File: src/rtl/stream_fifo_pkg.sv
// Shared helpers for stream_fifo: counter/pointer widths and the wrapping pointer increment.
// Pointers wrap explicitly at DEPTH-1 so any entry count is supported.
package stream_fifo_pkg;

  function automatic int cnt_width(input int depth);
    return $clog2(depth + 1);
  endfunction

  function automatic int ptr_width(input int depth);
    return (depth > 1) ? $clog2(depth) : 1;
  endfunction

  function automatic int next_ptr(input int ptr, input int depth);
    return (ptr == depth - 1) ? 0 : ptr + 1;
  endfunction

endpackage

File: src/rtl/stream_fifo_ptr.sv
// Wrap-around index register 0..DEPTH-1; advances on inc, clears on rst or clr.
// Latency: new index visible the cycle after inc. No backpressure of its own.
// Clear takes priority over increment.
module stream_fifo_ptr
  import stream_fifo_pkg::*;
#(
  parameter int DEPTH = 16,
  parameter int PTR_W = ptr_width(DEPTH)
) (
  input  logic             clk,
  input  logic             rst,
  input  logic             clr,
  input  logic             inc,
  output logic [PTR_W-1:0] ptr
);

  always_ff @(posedge clk) begin
    if (rst || clr) begin
      ptr <= '0;
    end else if (inc) begin
      ptr <= PTR_W'(next_ptr(int'(ptr), DEPTH));
    end
  end

endmodule

File: src/rtl/stream_fifo.sv
// Single-clock FWFT FIFO, any DEPTH, with count and almost-full/empty flags; optional flush via STREAM_FIFO_FLUSH_EN.
// Latency: a word pushed into an empty FIFO appears on out_data the next cycle (no bypass).
// Backpressure: in_ready = !full, computed from count only, so a pop does not free a slot until the next cycle.
module stream_fifo
  import stream_fifo_pkg::*;
#(
  parameter int DATA_WIDTH = 32,
  parameter int DEPTH      = 16,
  parameter int AF_LEVEL   = 12,
  parameter int AE_LEVEL   = 4,
  parameter int CNT_W      = cnt_width(DEPTH)
) (
  input  logic                  clk,
  input  logic                  rst,
  input  logic                  in_valid,
  output logic                  in_ready,
  input  logic [DATA_WIDTH-1:0] in_data,
  output logic                  out_valid,
  input  logic                  out_ready,
  output logic [DATA_WIDTH-1:0] out_data,
  output logic [CNT_W-1:0]      count,
  output logic                  almost_full,
  output logic                  almost_empty
`ifdef STREAM_FIFO_FLUSH_EN
  ,
  input  logic                  flush
`endif
);

  localparam int PTR_W = ptr_width(DEPTH);

  logic                  push, pop, full, empty, clr;
  logic [PTR_W-1:0]      wr_ptr, rd_ptr;
  logic [DATA_WIDTH-1:0] mem [0:DEPTH-1];

`ifdef STREAM_FIFO_FLUSH_EN
  assign clr = flush;
`else
  assign clr = 1'b0;
`endif

  // Occupancy is the single source of truth for full/empty and both flags.
  assign full         = (count == CNT_W'(DEPTH));
  assign empty        = (count == '0);
  assign in_ready     = !full;
  assign out_valid    = !empty;
  assign push         = in_valid && in_ready;
  assign pop          = out_valid && out_ready;
  assign almost_full  = (count >= CNT_W'(AF_LEVEL));
  assign almost_empty = (count <= CNT_W'(AE_LEVEL));

  stream_fifo_ptr #(.DEPTH(DEPTH), .PTR_W(PTR_W)) u_wr_ptr (
    .clk (clk),
    .rst (rst),
    .clr (clr),
    .inc (push),
    .ptr (wr_ptr)
  );

  stream_fifo_ptr #(.DEPTH(DEPTH), .PTR_W(PTR_W)) u_rd_ptr (
    .clk (clk),
    .rst (rst),
    .clr (clr),
    .inc (pop),
    .ptr (rd_ptr)
  );

  always_ff @(posedge clk) begin
    if (rst || clr) begin
      count <= '0;
    end else if (push && !pop) begin
      count <= count + CNT_W'(1);
    end else if (pop && !push) begin
      count <= count - CNT_W'(1);
    end
  end

  always_ff @(posedge clk) begin
    if (push) begin
      mem[wr_ptr] <= in_data;
    end
  end

  assign out_data = mem[rd_ptr];

endmodule

File: config.mk
export PLATFORM = sky130hd
export DESIGN_NAME = stream_fifo
export DESIGN_NICKNAME = d
export VERILOG_FILES = /design/src/rtl/stream_fifo_pkg.sv /design/src/rtl/stream_fifo_ptr.sv /design/src/rtl/stream_fifo.sv
export SDC_FILE = /design/constraint.sdc
export NUM_CORES = 1
export LEC_CHECK = 0
export ABC_AREA = 0
export CAP_MARGIN = 5
export CELL_PAD_IN_SITES_DETAIL_PLACEMENT = 0
export CELL_PAD_IN_SITES_GLOBAL_PLACEMENT = 1
export CORE_MARGIN = 1.5
export CORE_UTILIZATION = 54
export CTS_CLUSTER_DIAMETER = 60
export DETAILED_ROUTE_END_ITERATION = 8
export PLACE_DENSITY = 0.9
export SLEW_MARGIN = 20
export SYNTH_ARGS = -nofsm -noshare
export SYNTH_HDL_FRONTEND = slang
export SYNTH_HIERARCHICAL = 1
export SYNTH_SLANG_ARGS = --single-unit
File: constraint.sdc
create_clock -name clk -period 6.8 [get_ports clk]
set_clock_uncertainty 0.05 [all_clocks]
set_input_delay 1.02 -clock clk [delete_from_list [all_inputs] [get_ports clk]]
set_output_delay 1.02 -clock clk [all_outputs]
set_load 0.005 [all_outputs]
# == Word level (Yosys, flattened, before mapping) ==
# Memories as Yosys holds them, arrays and structs flattened. A register that Yosys moved wholly into a read port is not among the register bits.
# Index checks and enable logic that the tools add are counted.
# totals
register_bits,13
latchBits,0
ram_bits,512
mem_bits_ro,0
in_bits,36
out_inout_bits,41
wordCells,31
mem_count,1
# mem_list
memory,words,word_bits,rd,rd_ports_with_merged_regs,wr,line,text
mem,16,32,1,1,1,stream_fifo.sv:34,logic [DATA_WIDTH-1:0] mem [0:DEPTH-1];
# op_classes
addsub,4
n_mul,0
n_div,0
order_cmp,2
eq_ne,3
n_shift,0
mux,8
bitwise,0
reduce_logical,10
# ops
op,count
4-bit 2-to-1 mux,4
5-bit 2-to-1 mux,2
"4-bit by 1-bit adder with 4-bit output, second input constant",2
"4-bit by 1-bit equality test with 1-bit output, second input constant",2
"5-bit by 1-bit adder with 5-bit output, second input constant",1
"5-bit equality test, second input constant",1
"5-bit by 4-bit >= comparator with 1-bit output, second input constant",1
"5-bit by 3-bit <= comparator with 1-bit output, second input constant",1
5-bit zero test,1
"5-bit by 1-bit subtractor with 5-bit output, second input constant",1
1-bit logical AND,4
1-bit zero test,4
1-bit 2-to-1 mux,2
2-bit nonzero test,1

# == Longest topological paths before layout ==
# Gate-level depths: netlist of the first run.
# depth
word_depth,7
depth_mapped,12
ltp_nobuf,11

# == By module ==
# Netlist of the first run, hierarchy kept.
# by_module_without_submodules
mod,instances,cells_each,area_per_inst_um2,seq_area_each_um2
stream_fifo,1,856,19605.1,15474.8
stream_fifo_ptr,2,19,186.4,80.1

# == Worst setup path before layout of the first run ==
# OpenSTA, ideal clock, no wires.
# synth_path
path_type,in2reg
from,input port in_valid
to,memory mem[0][0] (enable)
setup_ns,0.513
arrival_ns,4.543
required_ns,6.237
path_slack_ns,1.694
stages,2
path_buffers,0
path_cell_list,nand2_1 -> nor4b_1
# synth_between
elab_chain_len,3
# synth_lines
item,line,text
from (decl),stream_fifo.sv:15,"input logic in_valid,"
1-bit logical AND,stream_fifo.sv:47,assign push = in_valid && in_ready;
1-bit 2-to-1 mux,stream_fifo.sv:79,if (push) begin
1-bit 2-to-1 mux (not written as such),stream_fifo.sv:80,mem[wr_ptr] <= in_data;
to (decl),stream_fifo.sv:34,
# Every way passes these cells.

==> summary.txt, run 1 <==
Worst setup path
  • Critical path type: reg -> out
  • CP Max Fanout: 63
  • R2r setup slk: 3.21 ns
  • WP data required: approximately 5.7 ns
  • CP Data Arrival Time: approximately 3.4 ns
  • Worst setup EP type: primary output
  • Critical R2R Launch: count[0]$_SDFFE_PP0P_
  • Capture point of the worst reg-to-reg path: count[4]$_SDFFE_PP0P_
  • CP startpoint: u_rd_ptr/ptr[1]$_SDFFE_PP0P_
  • Worst r2r path cells: 11
  • Critical Path Start Type: flip-flop

Min path
  • Hold_sp: count[3]$_SDFFE_PP0P_
  • Worst Hold Class: reg -> reg
  • Hold Crit Depth: 2
  • Hold EP: count[3]$_SDFFE_PP0P_

Timing
  • Slew headroom: 28.0%
  • Max frequency: 222 MHz
  • Fin Setup TNS: 0 ns
  • RSZ-0062 raised after global routing: no
  • Max-slew violations: 0
  • Setup violators final: 0
  • Final worst slack: roughly 2.3 ns
  • Fin crit period: 4.51 ns
  • Worst-Margin Slew: 1.08 ns
  • Period utilisation layout: 66.4%
  • Final Hold Viols: 0

Clocking
  • Post-cts sizing count: 0
  • Post-CTS Setup Bufs: 0
  • Sink Count: 525
  • CTS tree: yes
  • CTS buffer count: 51
  • Clock Pin Slew Worst Setup and Hold Paths: about 0.070 ns
  • H-tree depth: 2
  • Skew-Pair Late Insertion Delay: 0.56 ns
  • Clock buffer depth: 3
  • Cts hold-fix bufs: 0
  • Root buffer cell: clkbuf_16

Synthesis
  • Mapped cell area: 20000 um^2
  • Sequential element share of the synthesized area: about four fifths
  • Post-Synth Simple-Gate Area: 2.32%
  • Synth unique cells: 34
  • Synth Area in Compound Gates: 2.90%
  • Multiplexer area fraction after synthesis: approximately 15%
  • Yosys warnings: 6
  • Post-synth EDFFs: around 510
  • Ys async rst share: 0%
  • Syn_area_per_cell: 22.3 um^2
  • Post-Syn Instances: 894
  • Adder-Cell Fraction of Synth Area: 0.539%
  • Yosys reg bits: 525
  • Combinational family with the most area after synthesis: multiplexers
  • Ys flop type: edfxtp_1
  • Synth Area in XOR/XNOR: 0.219%

GRT
  • Initial antenna violation count: 0
  • Largest net degree at the start of global routing: 64
  • Global route overflow: 0
  • First-pass GRT wire length: ~65000 um
  • Gr usage total: approximately a quarter
  • Vias in the first global route: 10400

Finish
  • Layout area overhead: 16.6%
  • Share of cells above drive strength 1: 25.3%
  • # nets final: between 1000 and 1500
  • Most frequent cells in the layout: 512 x edfxtp_1, 128 x mux4_2, 76 x clkdlybuf4s50_1
  • Multi-input gate area: 4250 um^2
  • Commonest non-fill, non-tap cell in the layout: edfxtp_1
  • Antenna diodes: 0
  • Flip-flop and latch area: 15600 um^2
  • Fillers: approximately 2300

Detailed routing
  • DR vias: 9772
  • DR vias/cell: roughly 6.4
  • First DRT Iteration DRCs: ~1000
  • Drt wl/cell: 28.7 um
  • Drc violations: 0
  • Drt pass-1 iters: 5
  • DRT antenna net count: 0
  • Routed Wire Length: 44000 um

Power and ir drop
  • Total power: 7.26 mW
  • Power per cell area: 311 nW/um^2
  • Leak pwr: 7.27 nW
  • Peak supply drop: 0.000218 V

Place
  • Dpl ws: 2.59 ns
  • RePlAce Congestion: 0.713
  • Final HPWL DP: approximately 22000 um
  • IO buf count: 76

Floorplanning
  • Core Area: 36500 um^2
  • Die width: 195 um
  • Num rows: 70
  • I/O pin count: 77
  • Initial core utilization: between 50% and 60%
  • DIE AREA: 38200 um^2
  • Die height: between 150 and 200 um

Status
  • Status: finished, final reports clean

Run
  • Total of max-cap violations: 0
per-layer routing:
metal / up-vias / GRT usage, % / part of all wire (%)
met5: - / 0 / 0
met4: 0 / 8.53 / 3.2
met3: 110 / 3.58 / 7.5
met2: 483 / 41.2 / 53
met1: 5117 / 30.9 / 37
li1: 4062 / - / -
worst max-delay path: stages (launching register included):
cell and delay [ns]:
dfxtp_4 0.97, buf_4 0.59, mux4_2 0.40, a22oi_1 0.20
nand2_1 0.17, clkdlybuf4s50_1 0.48
state kept, by name, summed over array words and instances, names as in the netlist:
register and count:
mem 512, u_wr_ptr/ptr 4, count 5, u_rd_ptr/ptr 4
cell families (layout without fill, tap and decap cells):
logic type | Yosys count | after routing
DFF | 525 | 525
muxes | 131 | 131
and+or+nand+nor | 95 | 95
AOI/OAI and AO/OA | 79 | 79
buffers and inverters | 50 | 214
adders and majority gates | 8 | 8
xor gates and xnor gates | 5 | 5
other | 1 | 8
worst max-delay path by stage:
stage | end | slack (ns) | cells past startpoint
floorplan | mem[0][0]$_DFFE_PP_ | 1.69 | 2
detailed placement | out_data[27] | 2.59 | 5
global placement | out_data[27] | 2.61 | 5
CTS | out_data[27] | 1.94 | 5
finish | out_data[31] | 2.29 | 5
global route | out_data[27] | 2.03 | 6
report_power, final:
part / total [mW] / leakage, nW / internal, mW / switching, mW
registers: 3.66 / 4.73 / 3.61 / 0.0497
clock network: 2.87 / 0.845 / 1.70 / 1.18
logic: 0.720 / 1.70 / 0.379 / 0.342
total: 7.26 / 7.27 / 5.69 / 1.57
per-stage QoR:
stage	cell area, um^2	instances	hold WS [ns]	utilization, %
2_1_floorplan	20000	901	0.458	-
3_3_place_gp	21600	1438	0.503	59.0
3_5_place_dp	21600	1438	0.498	59.0
4_1_cts	23300	1532	0.512	63.7
5_1_grt	23300	1533	0.554	63.8
6_report	23300	1533	0.503	63.8
cells in the mapped netlist (2+ instances only):
library cell  number  area [um^2]
a211oi_1           3         22.5
a21oi_1            6         30.0
a22oi_1           64          480
a41oi_1            2         17.5
buf_1              9         33.8
buf_2              8         40.0
buf_4              9         67.6
clkbuf_1          19         71.3
dfxtp_1           13          260
edfxtp_1         512        15400
ha_1               7         87.6
inv_1              5         18.8
mux2i_1            2         20.0
mux4_2           128         2880
nand2_1           40          150
nand2b_1           7         43.8
nand3_1            5         25.0
nand3b_1           4         30.0
nor2_1            11         41.3
nor2b_1            3         18.8
nor3_1            14         70.1
nor4_1             7         43.8
nor4_2             2         25.0
xor2_1             4         35.0
cell type report:
cell class | count | area share, %
clock buffer | 63 | 5.85
tap | 468 | 2.51
multi-input combinational | 326 | 18.2
inverter | 5 | 0.0806
clock inverter | 31 | 1.50
timing repair buffer | 115 | 4.66
sequential | 525 | 67.1
Note: power is estimated with default switching activity, not from simulation.
==> run 2: changes to the inputs <==
CORE_UTILIZATION = 48   (was 54)
PLACE_DENSITY = 0.86   (was 0.9)
clock period = 3.9 ns   (was 6.8 ns; I/O delays follow)
==> summary.txt, run 2 (same netlist as run 1, synthesis figures left out) <==
Status
  • Status: finished, final reports clean

GRT
  • Largest net degree at the start of global routing: 57 (-11%)
  • Global route overflow: 0 (unchanged)
  • Vias in the first global route: 10200 (-1.9%)
  • Gr usage total: 20.1% (-3.6 points)
  • Initial antenna violation count: 2 (+2)
  • First-pass GRT wire length: 64000 um (-2.0%)

Worst setup path
  • Critical Path Start Type: flip-flop
  • Worst r2r path cells: 11 (unchanged)
  • WP data required: 3.26 ns (-2.47 ns)
  • CP cell instances: buf_12 > mux4_2 > a22oi_1 > nand2_1 > clkdlybuf4s50_1
  • Capture point of the worst reg-to-reg path: count[4]$_SDFFE_PP0P_
  • Family with the most delay on the worst path: buffers and inverters
  • Levels on crit path: 5 (unchanged)
  • R2r setup slk: 1.10 ns (-2.11 ns)
  • CP Max Fanout: 48 (-24%)
  • Worst setup EP type: primary output
  • CP Data Arrival Time: 3.02 ns (-0.42 ns)
  • Slowest CP cell: mux4_2
  • Critical path type: reg -> out
  • Largest stage delay on the critical path: 0.58 ns (-0.39 ns)
  • Worst path buffer plus inverter count: 2 (unchanged)
  • Critical R2R Launch: count[0]$_SDFFE_PP0P_
  • CP startpoint: u_rd_ptr/ptr[0]$_SDFFE_PP0P_

Finish
  • Commonest non-fill, non-tap cell in the layout: edfxtp_1
  • Antenna diodes: 0 (unchanged)
  • # nets final: 1075 (+0.66%)
  • Most frequent cells in the layout: 512 x edfxtp_1, 128 x mux4_2, 76 x clkdlybuf4s50_1
  • Non-filler instance count after layout: 1606 (+4.8%)
  • Layout area overhead: 17.6%
  • Share of cells above drive strength 1: 26.0% (+0.72 points)
  • Final instance area: 23500 um^2 (+0.81%)
  • Largest regs: mem: 512 flops, count: 5 flops
  • Max reg flops: 512 (unchanged)
  • Largest register by flop count: mem

Clocking
  • Post-cts sizing count: 0 (unchanged)
  • CTS tree: yes
  • Clock buffer depth: 3 (unchanged)
  • CTS buffer count: 51 (unchanged)
  • Root buffer cell: clkbuf_16
  • Post-CTS Setup Bufs: 0 (unchanged)
  • Cts hold-fix bufs: 0 (unchanged)
  • H-tree depth: 2 (unchanged)
  • Sink Count: 525 (unchanged)
  • Clock Pin Slew Worst Setup and Hold Paths: 0.06 ns (about the same)
  • Skew-Pair Late Insertion Delay: 0.60 ns (+0.04 ns)

Min path
  • Worst Hold Class: reg -> reg
  • Hold EP: count[3]$_SDFFE_PP0P_
  • Hold_sp: count[3]$_SDFFE_PP0P_
  • Hold Crit Depth: 2 (unchanged)

Place
  • Final HPWL DP: 23300 um (+7.0%)
  • Placed Cells incl. Taps: 1510 (+5.0%)
  • Dpl ws: 0.870 ns (-1.72 ns)
  • Area post-placement: 21800 um^2 (+1.1%)
  • IO buf count: 76 (unchanged)
  • RePlAce Congestion: 0.738 (+3.5%)

Timing
  • Setup violators final: 0 (unchanged)
  • Final worst slack: 0.245 ns (-2.04 ns)
  • Worst-Margin Slew: 0.709 ns (-0.370 ns)
  • RSZ-0062 raised after global routing: no
  • Fin crit period: roughly 3.7 ns
  • Final Hold Viols: 0 (unchanged)
  • Max frequency: 274 MHz
  • Max-slew violations: 0 (unchanged)
  • Period utilisation layout: between 90% and 100%
  • Slew headroom: 52.6% (+25 points)

Detailed routing
  • Routed Wire Length: 42500 um (-3.6%)
  • DRT antenna net count: 0 (unchanged)
  • Drt wl/cell: 26.4 um (-8.0%)
  • Drt pass-1 iters: 5 (unchanged)
  • DR vias/cell: 6.03 (-5.4%)
  • DR vias: 9688 (-0.86%)
  • Drc violations: 0 (unchanged)
  • First DRT Iteration DRCs: 956 (-8.7%)

Floorplanning
  • Core Area: 40900 um^2 (+12%)
  • Num rows: 74 (+5.7%)
  • Die width: 207 um (+6.0%)
  • DIE AREA: 42900 um^2 (+12%)
  • Initial core utilization: 48.8% (-5.9 points)
  • Die height: 207 um (+6.0%)
  • I/O pin count: 77 (unchanged)

Power and ir drop
  • Peak supply drop: 0.000347 V (+59%)
  • Leak pwr: 7.33 nW (+0.83%)
  • Power per cell area: 537 nW/um^2 (+72%)

Run
  • Total of max-cap violations: 0 (unchanged)
## run 2: through the flow
stage	TNS, ns	util (%)	power (mW)	hold slack [ns]
2_1_floorplan	-106.63	-	7.24	0.458
3_3_place_gp	0	53.3	7.76	0.512
3_5_place_dp	0	53.3	7.79	0.547
4_1_cts	0	57.4	12.7	0.556
5_1_grt	0	57.4	13.0	0.577
6_report	0	57.4	12.6	0.557
## run 2: where the power goes
group	total [mW]	leakage (nW)	internal [mW]	switching (mW)
logic	1.28	1.76	0.673	0.609
clock network	4.95	0.842	2.88	2.07
registers	6.38	4.73	6.30	0.0798
total	12.6	7.33	9.85	2.76
## run 2: how the worst max path moves through the flow
stage / to / slack [ns]
detailed placement: out_data[0] / 0.87
floorplan: mem[12][0]$_DFFE_PP_ / -0.56
global placement: out_data[2] / 0.88
finish: out_data[23] / 0.24
CTS: out_data[0] / 0.22
global route: out_data[23] / 0.11
## run 2: metal layers
layer | part of all wire [%] | wire (um) | GRT usage [%] | vias up
li1 | - | - | - | 4075
met1 | 40 | 17100 | 27.9 | 5124
met2 | 50 | 21100 | 32.5 | 403
met3 | 7.3 | 3110 | 3.46 | 82
met4 | 2.6 | 1120 | 7.17 | 4
met5 | 0.071 | 30 | 0 | -
## run 2: tightest hold or removal path, stage by stage, from the launching register on
cell      delay [ns]
dfxtp_1         0.37
nand3b_1        0.12
o31ai_1         0.07
## run 2: layout make-up
| class | count | area, um^2 |
|---|---|---|
| clock buffer | 60 | 1350 |
| sequential | 525 | 15600 |
| inverter | 5 | 18.8 |
| multi-input combinational | 326 | 4260 |
| fill | 2909 | 17400 |
| tap | 532 | 666 |
| timing repair buffer | 122 | 1210 |
| clock inverter | 36 | 343 |
==> run 3: changes to the inputs <==
RECOVER_POWER = 100   (was not set)
==> summary.txt, run 3 (same netlist as run 1, synthesis figures left out) <==
Status
  • Status: finished, violations left
  • Failing checks: capacitance limit, slew limit

Timing
  • Worst-Margin Slew: 1.72 ns (+1.01 ns)
  • Fin Setup TNS: 0 ns (unchanged)
  • RSZ-0062 raised after global routing: no
  • Slew headroom: -14.8% (-67 points)
  • WHS: 0.549 ns (-0.00736 ns)
  • Fin crit period: 3.73 ns (+0.0799 ns)
  • Setup violators final: 0 (unchanged)
  • Final worst slack: 0.165 ns (-0.0799 ns)
  • Final Hold Viols: 0 (unchanged)
  • Max-slew violations: 58 (+58)
  • Max frequency: 268 MHz (-2.1%)
  • Period utilisation layout: 95.8% (+2.0 points)

Floorplanning
  • Die width: 207 um (unchanged)
  • Core Area: 40900 um^2 (unchanged)
  • Die height: 207 um (unchanged)
  • I/O pin count: 77 (unchanged)
  • DIE AREA: 42900 um^2 (unchanged)
  • Initial core utilization: 48.8% (unchanged)
  • Num rows: 74 (unchanged)

Clocking
  • Sink Count: 525 (unchanged)
  • CTS buffer count: 51 (unchanged)
  • Root buffer cell: clkbuf_16
  • H-tree depth: 2 (unchanged)
  • Post-CTS Setup Bufs: 0 (unchanged)
  • Clock Pin Slew Worst Setup and Hold Paths: 0.07 ns (about the same)
  • Skew-Pair Late Insertion Delay: 0.61 ns (about the same)
  • Cts hold-fix bufs: 0 (unchanged)
  • CTS tree: yes
  • Post-cts sizing count: 0 (unchanged)
  • Clock buffer depth: 3 (unchanged)

GRT
  • Met2 GRT Util: 32.5% (unchanged)
  • Met1 Usage GRT: 27.9% (unchanged)
  • Gr usage total: 20.1% (unchanged)
  • First-pass GRT wire length: 64000 um (unchanged)
  • Largest net degree at the start of global routing: 57 (unchanged)
  • Global route overflow: 0 (unchanged)
  • Vias in the first global route: 10200 (unchanged)
  • Met3 usage: 3.46% (unchanged)
  • Gr busiest metal: met2
  • Initial antenna violation count: 5 (+3)

Power and ir drop
  • Clock power share: 39.5% (+0.2 points)
  • Internal power: 9.80 mW (-0.52%)
  • Switching share of total power: 21.9% (+0.049 points)
  • Sequential share of power: 50.8% (+0.2 points)
  • Leak pwr: 7.22 nW (-1.5%)
  • Psw: 2.75 mW (-0.24%)
  • Power per cell area: 540 nW/um^2 (+0.55%)
  • Comb power frac: 9.7% (-0.5 points)
  • Peak supply drop: 0.000351 V (+1.3%)

Worst setup path
  • CP Data Arrival Time: 3.10 ns (+0.08 ns)
  • CP Max Fanout: 16 (-67%)
  • CP cell instances: and2_2 > clkbuf_2 > a22oi_1 > nand2_1 > dlygate4sd3_1
  • R2r setup slk: 0.57 ns (-0.53 ns)
  • Capture point of the worst reg-to-reg path: mem[12][15]$_DFFE_PP_
  • WP data required: 3.26 ns (about the same)
  • Worst r2r path cells: 6 (-5)
  • Critical R2R Launch: count[2]$_SDFFE_PP0P_
  • Last element of the critical path: out_data[28]
  • Largest stage delay on the critical path: 0.60 ns (+0.02 ns)
  • Slowest CP cell: and2_2
  • Critical path type: reg -> out
  • CP startpoint: u_rd_ptr/ptr[2]$_SDFFE_PP0P_
  • Levels on crit path: 5 (unchanged)
  • Critical Path Start Type: flip-flop
  • Worst path buffer plus inverter count: 2 (unchanged)
  • Worst setup EP type: primary output
  • Family with the most delay on the worst path: buffers and inverters

Run
  • Total of max-cap violations: 3 (+3)

Detailed routing
  • DR vias: 9668 (-0.21%)
  • Routed Wire Length: 42400 um (about the same)
  • Drt pass-1 iters: 5 (unchanged)
  • Drt wl/cell: 26.4 um (about the same)
  • DR vias/cell: 6.02 (-0.21%)
  • Drc violations: 0 (unchanged)
  • First DRT Iteration DRCs: 1036 (+8.4%)
  • DRT antenna net count: 0 (unchanged)

Finish
  • Share of cells above drive strength 1: 22.1% (-3.9 points)
  • Max reg flops: 512 (unchanged)
  • Largest regs: mem: 512 flops, count: 5 flops
  • Layout area overhead: 16.4%
  • # nets final: 1075 (unchanged)
  • Commonest non-fill, non-tap cell in the layout: edfxtp_1
  • Largest register by flop count: mem
  • Non-filler instance count after layout: 1606 (unchanged)
  • Core Util, Final: 56.8% (-0.58 points)
  • Antenna diodes: 0 (unchanged)
  • Most frequent cells in the layout: 512 x edfxtp_1, 128 x mux4_2, 64 x a22oi_1

Place
  • Final HPWL DP: 23300 um (unchanged)
  • IO buf count: 76 (unchanged)
  • Placed Cells incl. Taps: 1510 (unchanged)
  • RePlAce Congestion: 0.738 (unchanged)
  • Dpl ws: 0.870 ns (unchanged)

Min path
  • Worst Hold Class: reg -> reg
[run 3: cell count changes in the layout (fill, tap and decap cells not counted), moves of 7 or more]
cell / delta
clkbuf_1: +25
dlygate4sd3_1: +60
nor3_1: +9
nor3_2: -9
buf_4: -37
clkbuf_2: +12
nor4_1: +7
clkdlybuf4s50_1: -60
nor4_2: -7
[run 3: power groups by stage]
stage	Sequential [mW]	Combinational, mW	Clock (mW)
after floorplan	6.47	0.767	0
after global placement	6.49	1.27	0
after detailed placement	6.50	1.29	0
after CTS	6.38	1.30	5.02
after global routing	6.39	1.34	5.24
final	6.38	1.22	4.96
[run 3: worst reg2reg max path, delay by kind of cell (launching register included)]
family                 cells  cell delay [ns]
buffers and inverters      2             1.53
flip-flops                 1             0.46
AND/OR/NAND/NOR            4             0.87
[run 3: through the flow]
step	cell area, um^2	total power [mW]
floorplan	20000	7.24
global placement	21800	7.76
detailed placement	21800	7.79
CTS	23500	12.7
global route	23200	13.0
finish	23200	12.6
[run 3: how the worst min path moves through the flow]
stage / from / end / slack (ns) / cells past startpoint
3_5_place_dp: count[3]$_SDFFE_PP0P_ / count[3]$_SDFFE_PP0P_ / 0.55 / 2
2_1_floorplan: u_rd_ptr/ptr[0]$_SDFFE_PP0P_ / u_rd_ptr/ptr[0]$_SDFFE_PP0P_ / 0.46 / 2
5_1_grt: count[3]$_SDFFE_PP0P_ / count[3]$_SDFFE_PP0P_ / 0.57 / 2
6_report: count[3]$_SDFFE_PP0P_ / count[3]$_SDFFE_PP0P_ / 0.55 / 2
3_3_place_gp: count[3]$_SDFFE_PP0P_ / count[3]$_SDFFE_PP0P_ / 0.51 / 2
4_1_cts: count[3]$_SDFFE_PP0P_ / count[3]$_SDFFE_PP0P_ / 0.56 / 2
[run 3: metal layers]
| layer | wire (um) | vias to the layer above |
|---|---|---|
| met4 | 1130 | 6 |
| met5 | 40 | - |
| met1 | 17100 | 5099 |
| li1 | - | 4067 |
| met3 | 3160 | 85 |
| met2 | 21000 | 411 |
[run 3: area by class of cell]
type | count | area [um^2]
Fill cell | 2965 | 17700
Sequential cell | 525 | 15600
Multi-Input combinational cell | 326 | 4160
Clock buffer | 60 | 1350
Timing Repair Buffer | 122 | 1070
Tap cell | 532 | 666
Clock inverter | 36 | 343
Inverter | 5 | 18.8
